### src/rtl/clave_hit_judge_if.sv
// Bundles the round-control inputs and the judging outputs of clave_hit_judge.
// The master side (the counter/button front-end) drives go, count and tap.
interface clave_hit_judge_if;
    logic        go;
    logic [12:0] count;
    logic        tap;
    logic [7:0]  score;
    logic [3:0]  misses;
    logic        hit_pulse;
    logic        miss_pulse;
    logic [2:0]  idx;
    logic        done;

    modport master (
        output go, count, tap,
        input  score, misses, hit_pulse, miss_pulse, idx, done
    );

    modport slave (
        input  go, count, tap,
        output score, misses, hit_pulse, miss_pulse, idx, done
    );
endinterface

### src/rtl/clave_hit_judge.sv
// Classifies player taps against the 3-2 son clave pattern and keeps
// saturating hit/miss tallies for one round started by go.
module clave_hit_judge #(
    parameter logic [12:0] HIT0   = 13'd0,
    parameter logic [12:0] HIT1   = 13'd1200,
    parameter logic [12:0] HIT2   = 13'd2400,
    parameter logic [12:0] HIT3   = 13'd4000,
    parameter logic [12:0] HIT4   = 13'd4800,
    parameter logic [12:0] WINDOW = 13'd150
) (
    input  logic              clk,
    input  logic              resetn,
    clave_hit_judge_if.slave  bus
);
    typedef enum logic [1:0] {S_IDLE, S_WAIT, S_DONE} state_t;

    localparam logic [13:0] WIN_W = {1'b0, WINDOW};

    state_t      state_q, state_d;
    logic [7:0]  score_q, score_d;
    logic [3:0]  misses_q, misses_d;
    logic [2:0]  idx_q, idx_d;
    logic        done_q, done_d;
    logic        hit_pulse_q, hit_pulse_d;
    logic        miss_pulse_q, miss_pulse_d;
    logic        tap_q, tap_d;

    logic [12:0] target;
    logic [13:0] target_w, lo, hi, cnt_w;
    logic        press, early, late, in_win, advance;

    // Window bounds are widened to 14 bits so hi cannot wrap and lo clamps at 0.
    always_comb begin
        case (idx_q)
            3'd0:    target = HIT0;
            3'd1:    target = HIT1;
            3'd2:    target = HIT2;
            3'd3:    target = HIT3;
            default: target = HIT4;
        endcase
        target_w = {1'b0, target};
        lo       = (target_w >= WIN_W) ? (target_w - WIN_W) : 14'd0;
        hi       = target_w + WIN_W;
        cnt_w    = {1'b0, bus.count};
        early    = cnt_w < lo;
        late     = cnt_w > hi;
        in_win   = !early && !late;
        press    = bus.tap & ~tap_q;
    end

    always_comb begin
        state_d      = state_q;
        score_d      = score_q;
        misses_d     = misses_q;
        idx_d        = idx_q;
        done_d       = done_q;
        hit_pulse_d  = 1'b0;
        miss_pulse_d = 1'b0;
        tap_d        = bus.tap;
        advance      = 1'b0;

        if (bus.go) begin
            state_d  = S_WAIT;
            score_d  = 8'd0;
            misses_d = 4'd0;
            idx_d    = 3'd0;
            done_d   = 1'b0;
        end else if (state_q == S_WAIT) begin
            if (press && in_win) begin
                if (score_q != 8'hFF) score_d = score_q + 8'd1;
                hit_pulse_d = 1'b1;
                advance     = 1'b1;
            end else if (late) begin
                // A press coinciding with a late miss is absorbed into it.
                if (misses_q != 4'hF) misses_d = misses_q + 4'd1;
                miss_pulse_d = 1'b1;
                advance      = 1'b1;
            end else if (press && early) begin
                if (misses_q != 4'hF) misses_d = misses_q + 4'd1;
                miss_pulse_d = 1'b1;
            end

            if (advance) begin
                idx_d = idx_q + 3'd1;
                if (idx_q == 3'd4) begin
                    state_d = S_DONE;
                    done_d  = 1'b1;
                end
            end
        end
    end

    always_ff @(posedge clk) begin
        if (!resetn) begin
            state_q      <= S_IDLE;
            score_q      <= 8'd0;
            misses_q     <= 4'd0;
            idx_q        <= 3'd0;
            done_q       <= 1'b0;
            hit_pulse_q  <= 1'b0;
            miss_pulse_q <= 1'b0;
            tap_q        <= 1'b0;
        end else begin
            state_q      <= state_d;
            score_q      <= score_d;
            misses_q     <= misses_d;
            idx_q        <= idx_d;
            done_q       <= done_d;
            hit_pulse_q  <= hit_pulse_d;
            miss_pulse_q <= miss_pulse_d;
            tap_q        <= tap_d;
        end
    end

    assign bus.score      = score_q;
    assign bus.misses     = misses_q;
    assign bus.idx        = idx_q;
    assign bus.done       = done_q;
    assign bus.hit_pulse  = hit_pulse_q;
    assign bus.miss_pulse = miss_pulse_q;
endmodule

### src/flat_wrapper.sv
// flat-port wrapper written by rule: the top's interface ports become plain ports
module clave_hit_judge_flat 
#(
    parameter logic [12:0] HIT0   = 13'd0,
    parameter logic [12:0] HIT1   = 13'd1200,
    parameter logic [12:0] HIT2   = 13'd2400,
    parameter logic [12:0] HIT3   = 13'd4000,
    parameter logic [12:0] HIT4   = 13'd4800,
    parameter logic [12:0] WINDOW = 13'd150
)
  (clk, resetn, bus_go, bus_count, bus_tap, bus_score, bus_misses, bus_hit_pulse, bus_miss_pulse, bus_idx, bus_done);
  clave_hit_judge_if bus_i ();
  input  logic clk;
  input  logic resetn;
  input wire logic [$bits(bus_i.go)-1:0] bus_go;
  input wire logic [$bits(bus_i.count)-1:0] bus_count;
  input wire logic [$bits(bus_i.tap)-1:0] bus_tap;
  output wire logic [$bits(bus_i.score)-1:0] bus_score;
  output wire logic [$bits(bus_i.misses)-1:0] bus_misses;
  output wire logic [$bits(bus_i.hit_pulse)-1:0] bus_hit_pulse;
  output wire logic [$bits(bus_i.miss_pulse)-1:0] bus_miss_pulse;
  output wire logic [$bits(bus_i.idx)-1:0] bus_idx;
  output wire logic [$bits(bus_i.done)-1:0] bus_done;
  assign bus_i.go = bus_go;
  assign bus_i.count = bus_count;
  assign bus_i.tap = bus_tap;
  assign bus_score = bus_i.score;
  assign bus_misses = bus_i.misses;
  assign bus_hit_pulse = bus_i.hit_pulse;
  assign bus_miss_pulse = bus_i.miss_pulse;
  assign bus_idx = bus_i.idx;
  assign bus_done = bus_i.done;
  clave_hit_judge #(.HIT0(HIT0), .HIT1(HIT1), .HIT2(HIT2), .HIT3(HIT3), .HIT4(HIT4), .WINDOW(WINDOW)) u_core (.clk(clk), .resetn(resetn), .bus(bus_i));
endmodule
### config.mk
export PLATFORM = sky130hd
export DESIGN_NAME = clave_hit_judge_flat
export DESIGN_NICKNAME = d
export VERILOG_FILES = /design/src/rtl/clave_hit_judge_if.sv /design/src/rtl/clave_hit_judge.sv /design/src/flat_wrapper.sv
export SDC_FILE = /design/constraint.sdc
export NUM_CORES = 1
export LEC_CHECK = 0
export BUFFER_PORTS_ARGS = -buffer_cell sky130_fd_sc_hd__buf_2
export CORE_ASPECT_RATIO = 1.2
export CORE_MARGIN = 4
export CORE_UTILIZATION = 55
export CTS_CLUSTER_SIZE = 30
export DETAILED_ROUTE_END_ITERATION = 7
export PLACE_DENSITY_LB_ADDON = 0.15
export REMOVE_ABC_BUFFERS = 1
export SLEW_MARGIN = 5
export SYNTH_ARGS = -nofsm -noshare
export SYNTH_HDL_FRONTEND = slang
export SYNTH_SLANG_ARGS = --single-unit
export TNS_END_PERCENT = 10
### constraint.sdc
create_clock -name clk -period 4.75 [get_ports clk]
set_input_delay 0.95 -clock clk [delete_from_list [all_inputs] [get_ports clk]]
set_output_delay 0.95 -clock clk [all_outputs]
set_load 0.03 [all_outputs]
* Yosys cells after proc, flatten, opt, wreduce, memory -nomap -nowiden
Index checks and enable logic that the tools add are counted.
** Storage, ports and cells
- Input port bits :: 17
- Register bits :: 20
- Logic and storage cells :: 62
- Output and inout bits :: 18
** Cells by class
- Reductions and logical operators :: 18
- Magnitude comparators :: 3
- Multiplexer cells :: 16
- Equal/unequal tests :: 7
- Bitwise gates (word level) :: 5
- Add/subtract/negate cells :: 5
** Operator list (number)
- 13-bit case mux with 4 select lines :: 1
- 13-bit by 8-bit adder with 14-bit output, second input constant :: 1
- 13-bit by 14-bit > comparator with 1-bit output :: 1
- 13-bit by 14-bit < comparator with 1-bit output :: 1
- 14-bit 2-to-1 mux :: 1
- 13-bit by 8-bit subtractor with 14-bit output, second input constant :: 1
- 13-bit by 8-bit >= comparator with 1-bit output, second input constant :: 1
- 4-bit 2-to-1 mux :: 3
- 3-bit AND reduction :: 4
- 1-bit 2-to-1 mux :: 11
- 8-bit by 1-bit adder with 8-bit output, second input constant :: 1
- 8-bit != test, second input constant :: 1
- 2-bit nonzero test :: 4
- 3-bit by 2-bit == test with 1-bit output, second input constant :: 2
- 4-bit by 1-bit adder with 4-bit output, second input constant :: 1
- 4-bit != test, second input constant :: 1
- 1-bit inverter :: 4
- 4-bit OR reduction :: 1
- 3-bit by 1-bit adder with 3-bit output, second input constant :: 1
- 3-bit by 1-bit == test with 1-bit output, second input constant :: 1
- 3-bit == test, second input constant :: 1
- 1-bit logical AND :: 3
- 3-bit zero test :: 1
- 3-bit OR reduction :: 1
- 5 further kinds :: 6

* Logic depth before layout (Yosys ltp)
- Word-level depth :: 14
- Mapped depth :: 18
- Gate-level depth less buffers :: 16

* Worst setup path before layout
Ideal clock, no wire load.
- Kind :: register -> register
- From :: reg u_core.idx_q[1] (netlist: u_core.bus.idx[1])
- To :: reg u_core.misses_q[0] (netlist: u_core.bus.misses[0])
- Slack :: 0.569 ns
- Data required time :: 4.634 ns
- Arrival :: 4.065 ns
- Buffers on the path :: 2
- Setup time :: 0.116 ns
- Cell stages (with the launch flop) :: 18
- Cells stage by stage :: dfxtp_1 -> clkbuf_1 -> inv_1 -> ha_1 -> clkbuf_1 -> o21ai_0 -> ha_1 -> nor3b_1 -> o21ai_0 -> o21a_1 -> ha_1 -> a21oi_1 -> nor2_1 -> a2111oi_2 -> nand2_1 -> o32ai_1 -> a21oi_1 -> a31o_2
** On the way
- Longest elaborated chain between the ends :: 10
** Ends and longest elaborated chain
- start: declaration :: RTL line clave_hit_judge.sv:22 : logic [2:0] idx_q, idx_d;
- start signal: assignment :: RTL line clave_hit_judge.sv:107 : idx_q <= idx_d;
- 3-bit by 2-bit == test with 1-bit output, or another cell as far along :: RTL line clave_hit_judge.sv:34 : case (idx_q)
- 13-bit case mux with 4 select lines (*) :: RTL line clave_hit_judge.sv:34
- 13-bit by 8-bit subtractor with 14-bit output / 13-bit by 8-bit >= comparator with 1-bit output (equally long branches) :: RTL line clave_hit_judge.sv:42 : lo = (target_w >= WIN_W) ? (target_w - WIN_W) : 14'd0;
- 14-bit 2-to-1 mux :: RTL line clave_hit_judge.sv:42
- 13-bit by 14-bit < comparator with 1-bit output :: RTL line clave_hit_judge.sv:45 : early = cnt_w < lo;
- 1-bit zero test :: RTL line clave_hit_judge.sv:47 : in_win = !early && !late;
- 1-bit logical AND :: RTL line clave_hit_judge.sv:47
- 1-bit logical AND :: RTL line clave_hit_judge.sv:69 : if (press && in_win) begin
- 1-bit inverter (no source line)
- 3-bit AND reduction (no source line)
- end signal: assignment :: RTL line clave_hit_judge.sv:106 : misses_q <= misses_d;
- end: declaration :: RTL line clave_hit_judge.sv:21 : logic [3:0] misses_q, misses_d;
Mark *: on every way between the ends. The rest lies on a longest branch, timed or not.
A chain may end at the register's enable or synchronous reset.

* Final worst setup path
- From :: reg u_core.idx_q[2] (netlist: u_core.bus.idx[2])
- To :: reg u_core.misses_q[0] (netlist: u_core.bus.misses[0])
Same word-level chain as after synthesis.

==> qor.txt <==
Status = finished clean
DRC = 0
Mapped Cells = 205
EDFF count, synth = 0
Wire per inst = 13.8 µm
Post-synth top area share = 23.8%
Total gr overflow = 0
Io pins = 35
Total track usage = 20.5%
Clock-pin transition on the worst setup and hold timing paths = 0.11 ns
Die height = 68.6 µm
Largest net degree at the start of global routing = 17
Post-layout power = 0.000362 W
CP delay by family, top = compound AO/OA/AOI/OAI gates
First-pass DRT Iterations = 4
Crit-path max FO = 16
Hold_buf cts = 0
Cell-by-cell trace of the critical path = inv_1 -> ha_1 -> nand2b_1 -> nor3b_1 -> o21ai_0 -> o21a_1 -> ha_1 -> a21oi_1 -> nor2_1 -> a2111oi_2 -> nand2_1 -> o32ai_1 -> a21oi_1 -> a31o_2
Largest area contributor in the netlist = dfxtp_1
FF/Latch Area = 400 µm²
DRT iter0 DRCs = 55
Final #Nets = 284
H-tree levels = 1
Clk_skew = 0.00325 ns
PortBufs = 34
WL final = 3.75 mm
Multi-input gate area = 0.00122 mm²
WHS = 0.498 ns
RSZ-0062 raised after global routing = false
Relative slew margins = 38.7%
Post-Place Worst Slack = 0.580 ns
Initial antenna violation count = 0
Power Dens Cells = 189 mW/mm²
Top-count cell post-synth = ha_1
Post-synthesis async set-or-reset flop share = 0%
Syn. warnings = 0
GP Congestion = 0.866
Fmax = 234 MHz
Num CTS Buffers = 3
Deepest clock path buffer count = 2
WP data arrival = 4.49 ns
Layout area overhead = 13.5%
# fillers = 258
Placed cells = 267
Post-CTS Setup Bufs = 0
Top_reg_cell synth = dfxtp_1
Routed Antenna Nets = 0
TNS Setup = 0 ns
Crit-path max cell delay = 0.71 ns
Post-layout minimum cycle time = 4.28 ns
Sequential element share of the synthesized area = 23.8%
Core area = 0.00286 mm²
Leak pwr = 0.901 nW
Req. time, crit path = 4.96 ns
Die width = 58.5 µm
Die footprint = 0.00402 mm²
Kind of critical path = register to register
#FFs+latches synth = 20
Initial core utilization = 58.8%
DR vias = 1575
CTS tree = done
Yosys cell types = 44
Post_cts resized = 0
Largest cells by area after synthesis = dfxtp_1 24%, ha_1 22%, nor2_1 5.1%
Worst-Margin Slew = 0.917 ns
Period utilisation layout = 90.0%
Final Non-Filler Cells = 271
Vias in the first global route = 1544
Hpwl dp = 3.06 mm
CTS sink cnt = 20
Maximum vdd drop = 193 µV
Final Setup Violations = 0
Startpoint types = register
Synth Cell Area = 0.00168 mm²
Final setup margin = 0.473 ns
# diodes = 0
Clk Latency, worst-skew pair = 0.30 ns
WP buf/inv = 1
Share of layout cells above drive strength 1 = 20.3%
Synth top cells by count = 29 x ha_1, 23 x nor2_1, 20 x dfxtp_1, 16 x nand2_1, 13 x a21oi_1
Via density = 5.81
Std cell rows = 21
Root Buffer = clkbuf_4
First-pass GRT wire length = 6.44 mm
Final Hold Vio Count = 0
Max-cap violations = 0
Critical path endpoint category = register
CP max-delay cell = dfxtp_1
Hold Path Class = register to register
Max Slew Vio Count = 0
Syn_area_per_cell = 8.22 µm²
==> worst min-delay path: cells and delay by family (launching register included) <==
kind / cells / cell delay [ns]
AOI/OAI and AO/OA: 1 / 0.07
DFF: 1 / 0.33
and+or+nand+nor: 1 / 0.06
==> cells in the final DEF, fill, tap and decap left out, types with 2 or more instances in the layout <==
cell	n
nor2_1	23
o21a_1	2
clkbuf_4	3
a21oi_1	13
nor2b_1	2
nand2b_1	4
buf_2	34
a21o_1	2
nand2_1	16
nand3_1	11
or4_1	3
and2_1	3
a211oi_1	3
nor3_1	4
xnor2_1	3
or3_1	2
inv_1	8
a31o_2	2
and3_1	2
and4_1	2
mux2i_1	4
nand4_1	5
xor2_1	6
o21ai_0	10
or2_2	2
ha_1	29
dfxtp_1	20
==> through the flow <==
stage          util, %  instance area, µm²
3_5_place_dp      65.5                1880
4_1_cts           66.8                1910
3_3_place_gp      65.5                1880
5_1_grt           66.8                1910
2_1_floorplan        -                1660
6_report          66.8                1910
==> path summary, 6_finish.rpt <==
path	from	endpoint	slack, ns	cells after the start
setup / recovery	u_core.bus.idx[2]	u_core.bus.misses[0]	0.47	14
hold / removal	u_core.state_q[0]	u_core.state_q[0]	0.50	2
setup reg to reg	u_core.bus.idx[2]	u_core.bus.misses[0]	0.47	14
hold reg to reg	u_core.state_q[0]	u_core.state_q[0]	0.50	2
==> kinds of logic (layout without fill, tap and decap cells) <==
| group | Yosys count | in the layout | synth area share (%) |
|---|---|---|---|
| DFF | 20 | 20 | 23.8 |
| xor gates and xnor gates | 9 | 9 | 4.68 |
| and+or+nand+nor | 86 | 86 | 27.2 |
| buffers and inverters | 15 | 47 | 3.49 |
| AOI/OAI and AO/OA | 42 | 42 | 16.9 |
| adders and majority gates | 29 | 29 | 21.5 |
| muxes | 4 | 4 | 2.38 |
==> final cells by class <==
class	instances	area share, %
inverter	8	1.57
tap	34	2.23
multi-input combinational	170	64.1
timing repair buffer	35	9.29
clock buffer	4	1.90
sequential	20	20.9
==> per-layer routing <==
layer / share of wire [%] / wire length [µm] / global-route usage [%] / vias up
met3: 3.5 / 132 / 1.30 / 7
met1: 43 / 1600 / 23.2 / 729
met2: 52 / 1950 / 39.8 / 33
met5: 0 / 0 / 0 / -
li1: - / - / - / 806
met4: 1.8 / 67 / 7.54 / 0
==> power breakdown <==
group          internal (W)  total (W)  switching (W)  leakage [nW]
Sequential         0.000171   0.000173     0.00000200         0.162
Clock             0.0000468  0.0000997      0.0000529        0.0210
Combinational     0.0000363  0.0000895      0.0000532         0.718
Total              0.000254   0.000362       0.000108         0.901
==> flip-flops by register name (all words and copies together) (netlist names) <==
name and count:
u_core.bus.done 1, u_core.bus.hit_pulse 1, u_core.bus.idx 3, u_core.bus.miss_pulse 1, u_core.bus.misses 4, u_core.bus.score 8, u_core.state_q 1, u_core.tap_q 1
Note: power is estimated with default switching activity, not from simulation.
